<file path="src/rtl/hanoi_pkg.sv">
// hanoi_pkg: peg indices, move-count width, FSM encoding and the smallest-disk rotation
package hanoi_pkg;
  localparam logic [1:0] PEG_L = 2'd0;
  localparam logic [1:0] PEG_M = 2'd1;
  localparam logic [1:0] PEG_R = 2'd2;
  localparam int CNT_W = 16;
  typedef enum logic [1:0] {IDLE, CALC, APPLY, DONE} state_t;
  // odd disk counts rotate 0->2->1->0, even counts 0->1->2->0, so the tower always lands on peg 2
  function automatic logic [1:0] peg_next(input logic [1:0] p, input logic odd_n);
    return odd_n ? (p == PEG_L ? PEG_R : p - 2'd1) : (p == PEG_R ? PEG_L : p + 2'd1);
  endfunction
endpackage

</file>
<file path="src/rtl/hanoi_top_disk.sv">
// hanoi_top_disk: reports whether a peg is empty and the index of its top (smallest) disk
module hanoi_top_disk #(
  parameter int W = 4
) (
  input  logic [W-1:0] mask,
  output logic         empty,
  output logic [3:0]   idx
);
  assign empty = ~|mask;
  always_comb begin
    idx = '0;
    for (int i = W - 1; i >= 0; i--) if (mask[i]) idx = 4'(i);
  end
endmodule

</file>
<file path="src/rtl/hanoi_move_engine.sv">
// hanoi_move_engine: applies one move of the optimal Tower-of-Hanoi solution per STEP.
// Define HANOI_AUTO_STEP_EN to also self-step every AUTO_DIV cycles.
module hanoi_move_engine
  import hanoi_pkg::*;
#(
  parameter int N_DISKS  = 4,
  parameter int AUTO_DIV = 25000000
) (
  input  logic               CLK,
  input  logic               RST,
  input  logic               STEP,
  output logic               BUSY,
  output logic               DATA_DONE,
  output logic [N_DISKS-1:0] PEG0,
  output logic [N_DISKS-1:0] PEG1,
  output logic [N_DISKS-1:0] PEG2,
  output logic [1:0]         SRC,
  output logic [1:0]         DST,
  output logic [CNT_W-1:0]   MOVE_CNT,
  output logic               SOLVED
);
  localparam logic [CNT_W-1:0] LAST = CNT_W'((1 << N_DISKS) - 1);
  localparam logic ODD = 1'(N_DISKS % 2);
  state_t state, nxt;
  logic [N_DISKS-1:0] peg [3];
  logic [N_DISKS-1:0] bit_m;
  logic empty [3];
  logic [3:0] top [3];
  logic [1:0] small_pos, a, b, s, d;
  logic b_to_a, auto_step;
  for (genvar g = 0; g < 3; g++) begin : g_top
    hanoi_top_disk #(.W(N_DISKS)) u_top (.mask(peg[g]), .empty(empty[g]), .idx(top[g]));
  end
  assign PEG0 = peg[0];
  assign PEG1 = peg[1];
  assign PEG2 = peg[2];
  assign BUSY = state != IDLE;
  assign DATA_DONE = state == DONE;
  assign SOLVED = MOVE_CNT == LAST;
  assign a = small_pos == PEG_L ? PEG_M : PEG_L;
  assign b = small_pos == PEG_R ? PEG_M : PEG_R;
  assign bit_m = N_DISKS'(1) << top[SRC];
  // on odd counts the only legal move not involving disk 0 goes between the other two pegs
  assign b_to_a = empty[a] || (!empty[b] && top[b] < top[a]);
  always_comb begin
    nxt = state == IDLE ? ((STEP || auto_step) && !SOLVED ? CALC : IDLE) :
          state == CALC ? APPLY : state == APPLY ? DONE : IDLE;
    s = !MOVE_CNT[0] ? small_pos : b_to_a ? b : a;
    d = !MOVE_CNT[0] ? peg_next(small_pos, ODD) : b_to_a ? a : b;
  end
  always_ff @(posedge CLK) state <= RST ? IDLE : nxt;
  always_ff @(posedge CLK) begin
    if (RST) begin
      peg[0] <= '1;
      peg[1] <= '0;
      peg[2] <= '0;
      SRC <= PEG_L;
      DST <= PEG_L;
      MOVE_CNT <= '0;
      small_pos <= PEG_L;
    end else if (state == CALC) begin
      SRC <= s;
      DST <= d;
    end else if (state == APPLY) begin
      for (int p = 0; p < 3; p++)
        if (2'(p) == SRC) peg[p] <= peg[p] & ~bit_m;
        else if (2'(p) == DST) peg[p] <= peg[p] | bit_m;
      MOVE_CNT <= MOVE_CNT + CNT_W'(1);
      if (top[SRC] == 4'd0) small_pos <= DST;
    end
  end
`ifdef HANOI_AUTO_STEP_EN
  logic [31:0] div_cnt;
  assign auto_step = !SOLVED && div_cnt == 32'(AUTO_DIV - 1);
  always_ff @(posedge CLK) begin
    if (RST) div_cnt <= '0;
    else if (!SOLVED) div_cnt <= auto_step ? '0 : div_cnt + 32'd1;
  end
`else
  assign auto_step = 1'b0 & (AUTO_DIV != 0);
`endif
endmodule

</file>
<file path="config.mk">
export PLATFORM = sky130hd
export DESIGN_NAME = hanoi_move_engine
export DESIGN_NICKNAME = d
export VERILOG_FILES = /design/src/rtl/hanoi_pkg.sv /design/src/rtl/hanoi_top_disk.sv /design/src/rtl/hanoi_move_engine.sv
export SDC_FILE = /design/constraint.sdc
export NUM_CORES = 1
export LEC_CHECK = 0
export ABC_AREA = 1
export CAP_MARGIN = 5
export CORE_AREA = 4 4 88 90
export CTS_CLUSTER_DIAMETER = 100
export CTS_CLUSTER_SIZE = 20
export DETAILED_ROUTE_END_ITERATION = 8
export DIE_AREA = 0 0 92 94
export HOLD_SLACK_MARGIN = 0.02
export MAX_ROUTING_LAYER = met4
export PLACE_DENSITY = 0.61
export SYNTH_ARGS = -nofsm -noshare
export SYNTH_HDL_FRONTEND = slang
export SYNTH_SLANG_ARGS = --single-unit
</file>
<file path="constraint.sdc">
create_clock -name CLK -period 3.9 [get_ports CLK]
set_input_delay 0.975 -clock CLK [delete_from_list [all_inputs] [get_ports CLK]]
set_output_delay 0.975 -clock CLK [all_outputs]
set_load 0.05 [all_outputs]
</file>
==> impl_metrics.env, run 1 <==
export IMPL_outcome="finished, final reports clean"
export IMPL_detail_route_vias_per_cell=4.70
export IMPL_setup_violations=0
export IMPL_final_cell_mix="inv_1, nand2_1, clkdlybuf4s50_1"
export IMPL_post_cts_resized=0
export IMPL_dp_final_hpwl_um=4050
export IMPL_die_h_um=94
export IMPL_wirelength_um=5200
export IMPL_synth_nets=297
export IMPL_critPathLaunchType="flop"
export IMPL_seq_area_um2=841
export IMPL_holdWs_ns=0.519
export IMPL_hold_class="reg -> reg"
export IMPL_io_buffers=37
export IMPL_core_mm2=0.00706
export IMPL_wire_per_inst_um=12.1
export IMPL_place_area_mm2=0.00259
export IMPL_ys_seq_area_share_pct=40.2
export IMPL_synth_top_area_share_pct=23.0
export IMPL_area_delta_synth_final_pct=28.9
export IMPL_antenna_found_initial=0
export IMPL_slew_headroom_pct=65.2
export IMPL_grt_pass1_wl_um=8930
export IMPL_slew_violations=0
export IMPL_first_iter_violations=162
export IMPL_grt_max_degree=19
export IMPL_insertion_delay_ns=0.29
export IMPL_worst_ep_required_time_ns=2.92
export IMPL_power_density_mw_per_mm2=324
export IMPL_yosys_top_cells_area="dfxtp_1, edfxtp_1, inv_1"
export IMPL_critPathKind="reg -> out"
export IMPL_multi_input_area_mm2=0.00104
export IMPL_drc_errors=0
export IMPL_yosysWarnings=0
export IMPL_max_freq_mhz=297
export IMPL_syn_area_per_cell_um2=7.29
export IMPL_post_cts_setup_buffers=0
export IMPL_overflow=0
export IMPL_fillCellCount=754
export IMPL_clk_pin_slew_ns=0.08
export IMPL_num_antenna_cells=0
export IMPL_grtUsageTotal_pct=12.9
export IMPL_p_leak_nw=1.13
export IMPL_htreeDepth=2
export IMPL_utilization_pct=38.2
export IMPL_finalSetupTns_ns=0
export IMPL_firstDrtPassIters=6
export IMPL_worst_clock_skew_ns=0.00720
export IMPL_cp_arrival_ns=2.39
export IMPL_cts_sinks=36
export IMPL_period_minus_slack_ns=3.37
export IMPL_hold_buffers=0
export IMPL_via_count=2023
export IMPL_grt_setup_unrepaired="no"
export IMPL_fp_dieW_um=92
export IMPL_final_common_cell="inv_1"
export IMPL_antenna_left=0
export IMPL_grt_pass1_vias=1939
export IMPL_synthCells=287
export IMPL_synth_top_cell_by_area="dfxtp_1"
export IMPL_path_max_fanout=9
export IMPL_end_kind="output port"
export IMPL_netlist_area_mm2=0.00209
export IMPL_cts_tree="done"
export IMPL_finalHoldViolCount=0
export IMPL_top_level_ports=38
export IMPL_numCtsBuffers=5
export IMPL_synthDistinctLibCells=32
export IMPL_root_buffer="clkbuf_8"
export IMPL_gp_congestion=0.910
export IMPL_period_share_pct=86.3
export IMPL_vdd_drop_max_v=0.000152
export IMPL_initial_utilization_pct=29.6
export IMPL_cap_violations=0
export IMPL_dieArea_mm2=0.00865
export IMPL_synth_seq_cells=36
export IMPL_rows=31
export IMPL_cts_buffer_depth=2
export IMPL_fin_area_mm2=0.00270
export IMPL_worst_slew_pin_slew_ns=0.521
export IMPL_drive_gt1_share_pct=5.14
export IMPL_fin_nets=340
[area by class of cell]
| class | count | share of cell area (%) |
|---|---|---|
| Multi-Input combinational cell | 196 | 38.7 |
| Sequential cell | 36 | 31.2 |
| Timing Repair Buffer | 38 | 14.0 |
| Inverter | 53 | 7.38 |
| Tap cell | 99 | 4.59 |
| Clock buffer | 5 | 2.55 |
| Clock inverter | 3 | 1.53 |
[worst max-delay path, cell delays in order, from the launching register on]
cell and delay [ns]:
dfxtp_1 0.49, ha_1 0.24, nand3_1 0.09, nor4b_1 0.41, clkdlybuf4s50_1 0.88
[kinds of logic after synthesis]
kind of cell	Yosys count	share of synthesized area (%)
fa+ha+maj	7	4.19
compound gates	54	14.3
flops	36	40.2
simple gates	132	30.2
xor+xnor	3	1.26
buf+inv	55	9.87
[registers in the layout (all words and copies together) (netlist names)]
name	cells
DST	2
MOVE_CNT	16
SRC	2
peg	12
small_pos	2
state	2
[routing by layer]
layer / vias up / track usage [%] / routed length [um]
li1: 1038 / - / -
met5: - / - / 0
met4: 0 / 3.96 / 84
met1: 919 / 16.6 / 2440
met3: 10 / 2.80 / 243
met2: 56 / 20.6 / 2430
[synthesized netlist by cell type]
master / count
nand2b_1: 1
clkbuf_1: 2
inv_1: 53
nor4_1: 3
nand2_2: 1
o21bai_1: 1
edfxtp_1: 12
nand4_4: 1
ha_1: 7
nand2_1: 49
nor4b_1: 1
a22oi_1: 4
nor3_1: 13
a31oi_1: 1
nor2_2: 1
a21oi_1: 26
o211ai_1: 5
o21a_1: 1
nand4_1: 3
dfxtp_1: 24
and3_1: 1
nand3_2: 1
nor4_4: 1
xnor2_1: 1
xor2_1: 2
nor3_2: 1
nor2_1: 34
o21ai_0: 16
nor3b_1: 1
nor2_4: 1
nand4_2: 1
nand3_1: 18
[worst paths after layout]
kind                                   from                   endpoint  slack, ns  cells after the start
setup / recovery   MOVE_CNT[0]$_SDFFE_PP0P_                     SOLVED       0.53                      4
hold / removal    MOVE_CNT[15]$_SDFFE_PP0P_  MOVE_CNT[15]$_SDFFE_PP0P_       0.52                      2
setup reg to reg        state[1]$_SDFF_PP0_        peg[2][1]$_DFFE_PP_       1.84                      9
hold reg to reg   MOVE_CNT[15]$_SDFFE_PP0P_  MOVE_CNT[15]$_SDFFE_PP0P_       0.52                      2
[report_power, final]
part           total, mW  leakage, nW  internal, mW  switching, mW
sequential         0.408        0.304         0.397         0.0109
clock              0.334       0.0585         0.190          0.144
combinational      0.132        0.770        0.0398         0.0921
total              0.873         1.13         0.626          0.247
[metrics by stage]
step	instances	worst slack (ns)	power, mW
5_1_grt	430	0.337	0.914
3_5_place_dp	422	0.814	0.547
3_3_place_gp	422	0.882	0.546
6_report	430	0.534	0.873
4_1_cts	430	0.534	0.880
2_1_floorplan	287	0.111	0.507
Power figures use the tool's default switching activity.
==> run 2: changes to the inputs <==
--- a/config.mk
+++ b/config.mk
@@ -7,11 +7,12 @@
 export LEC_CHECK = 0
 export ABC_AREA = 1
 export CAP_MARGIN = 5
-export CORE_AREA = 4 4 88 90
+export CORE_AREA = 2 2 86 88
+export CTS_BUF_LIST = sky130_fd_sc_hd__clkbuf_8
 export CTS_CLUSTER_DIAMETER = 100
 export CTS_CLUSTER_SIZE = 20
 export DETAILED_ROUTE_END_ITERATION = 8
-export DIE_AREA = 0 0 92 94
+export DIE_AREA = 0 0 88 90
 export HOLD_SLACK_MARGIN = 0.02
 export MAX_ROUTING_LAYER = met4
 export PLACE_DENSITY = 0.61
==> run 2 against run 1 <==
Against the previous run: combinational power about the same; cell count increased by 0.23%; clock power is 1% lower; critical path depth is the same; largest cell class unchanged; critical path type unchanged; sequential share of layout area down 0.10 points; largest power group unchanged; critical endpoint unchanged.
==> impl_metrics.env, run 2 (synthesis results as in run 1) <==
export IMPL_place_area_mm2=0.00259
export IMPL_area_delta_synth_final_pct=29.3
export IMPL_largest_register_ffs=16
export IMPL_max_freq_mhz=292
export IMPL_finalPower_uw=870
export IMPL_worst_slew_pin_slew_ns=0.521
export IMPL_via_count=2010
export IMPL_reg_largest_list="MOVE_CNT: 16 flops, peg: 12 flops"
export IMPL_vdd_drop_max_v=0.000225
export IMPL_wirelength_um=5280
export IMPL_initial_utilization_pct=29.8
export IMPL_antenna_left=0
export IMPL_period_minus_slack_ns=3.43
export IMPL_holdWs_ns=0.520
export IMPL_dp_final_hpwl_um=4010
export IMPL_firstDrtPassIters=4
export IMPL_fin_area_mm2=0.00271
export IMPL_power_density_mw_per_mm2=322
export IMPL_fin_nets=341
export IMPL_worst_ep_required_time_ns=2.92
export IMPL_regMostFlops="MOVE_CNT"
export IMPL_hold_class="reg -> reg"
export IMPL_grt_pass1_vias=1918
export IMPL_path_max_fanout=9
export IMPL_final_common_cell="inv_1"
export IMPL_final_cell_mix="inv_1, nand2_1, clkdlybuf4s50_1"
export IMPL_root_buffer="clkbuf_8"
export IMPL_p_leak_nw=1.13
export IMPL_setup_violations=0
export IMPL_critPathKind="reg -> out"
export IMPL_worst_slack_ns=0.472
export IMPL_wire_per_inst_um=12.3
export IMPL_hold_buffers=0
export IMPL_critPathLaunchType="flop"
export IMPL_io_buffers=37
export IMPL_detail_route_vias_per_cell=4.66
export IMPL_slew_headroom_pct=65.2
export IMPL_cts_sinks=36
export IMPL_top_level_ports=38
export IMPL_dieArea_mm2=0.00792
export IMPL_finalHoldViolCount=0
export IMPL_drive_gt1_share_pct=5.42
export IMPL_core_mm2=0.00702
export IMPL_outcome="finished, final reports clean"
export IMPL_clk_pin_slew_ns=0.07
export IMPL_insertion_delay_ns=0.29
export IMPL_worst_clock_skew_ns=0.00839
export IMPL_use_met1_pct=17.5
export IMPL_grtUsageTotal_pct=14.2
export IMPL_cp_arrival_ns=2.45
export IMPL_use_met3_pct=3.12
export IMPL_die_h_um=90
export IMPL_first_iter_violations=85
export IMPL_period_share_pct=87.9
export IMPL_met2_usage_pct=22.6
export IMPL_post_cts_setup_buffers=0
export IMPL_grt_setup_unrepaired="no"
export IMPL_globalRoute_busiestLayer="met2"
export IMPL_antenna_found_initial=0
export IMPL_grt_pass1_wl_um=8710
export IMPL_finalSetupTns_ns=0
export IMPL_cap_violations=0
export IMPL_dp_slack_ns=0.845
export IMPL_end_kind="output port"
export IMPL_cts_tree="done"
export IMPL_slew_violations=0
export IMPL_overflow=0
export IMPL_rows=31
export IMPL_gp_congestion=0.933
export IMPL_drc_errors=0
export IMPL_cts_buffer_depth=2
export IMPL_fillCellCount=773
export IMPL_htreeDepth=2
export IMPL_num_antenna_cells=0
export IMPL_post_cts_resized=0
export IMPL_fp_dieW_um=88
export IMPL_numCtsBuffers=5
export IMPL_grt_max_degree=14
## run 2: final cells by class
type                       instances  area [um^2]  share of cell area [%]
clock buffer                       5         68.8                    2.54
clock inverter                     3         42.5                    1.57
multi-input combinational        196         1040                    38.6
inverter                          53          199                    7.35
tap                               99          124                    4.58
sequential                        36          841                    31.1
timing repair buffer              39          385                    14.2
## run 2: metrics by stage
stage,std cells,util [%]
final,431,38.5
after global routing,431,38.5
after CTS,431,38.5
after detailed placement,423,36.9
after global placement,423,36.9
after floorplan,287,-
## run 2: final timing paths
| check | from | to | slack [ns] | cells past startpoint |
|---|---|---|---|---|
| worst max register to register | state[1]$_SDFF_PP0_ | peg[2][1]$_DFFE_PP_ | 1.77 | 9 |
| worst min register to register | MOVE_CNT[15]$_SDFFE_PP0P_ | MOVE_CNT[15]$_SDFFE_PP0P_ | 0.52 | 2 |
| worst min-delay path | MOVE_CNT[15]$_SDFFE_PP0P_ | MOVE_CNT[15]$_SDFFE_PP0P_ | 0.52 | 2 |
| worst max-delay path | MOVE_CNT[0]$_SDFFE_PP0P_ | SOLVED | 0.47 | 4 |
## run 2: per-layer routing
metal,share of wire (%),wire (um)
met1,46,2440
met2,49,2590
met3,3.3,176
met4,1.3,70
met5,0,0
## run 2: worst max-delay path, stage by stage, from the launching register on
cell and delay [ns]:
dfxtp_1 0.51, ha_1 0.25, nand3_1 0.09, nor4b_1 0.42
clkdlybuf4s50_1 0.89
## run 2: report_power, final
| group | internal (mW) | switching [mW] |
|---|---|---|
| registers | 0.397 | 0.0114 |
| logic | 0.0405 | 0.0916 |
| clock network | 0.189 | 0.141 |
==> run 3: changes to the inputs <==
--- a/config.mk
+++ b/config.mk
@@ -6,6 +6,7 @@
 export NUM_CORES = 1
 export LEC_CHECK = 0
 export ABC_AREA = 1
+export ABC_CLOCK_PERIOD_IN_PS = 3900
 export CAP_MARGIN = 5
 export CORE_AREA = 2 2 86 88
 export CTS_BUF_LIST = sky130_fd_sc_hd__clkbuf_8
==> results of run 3 <==
Final layout, timing and power as in run 2 (identical DEF).
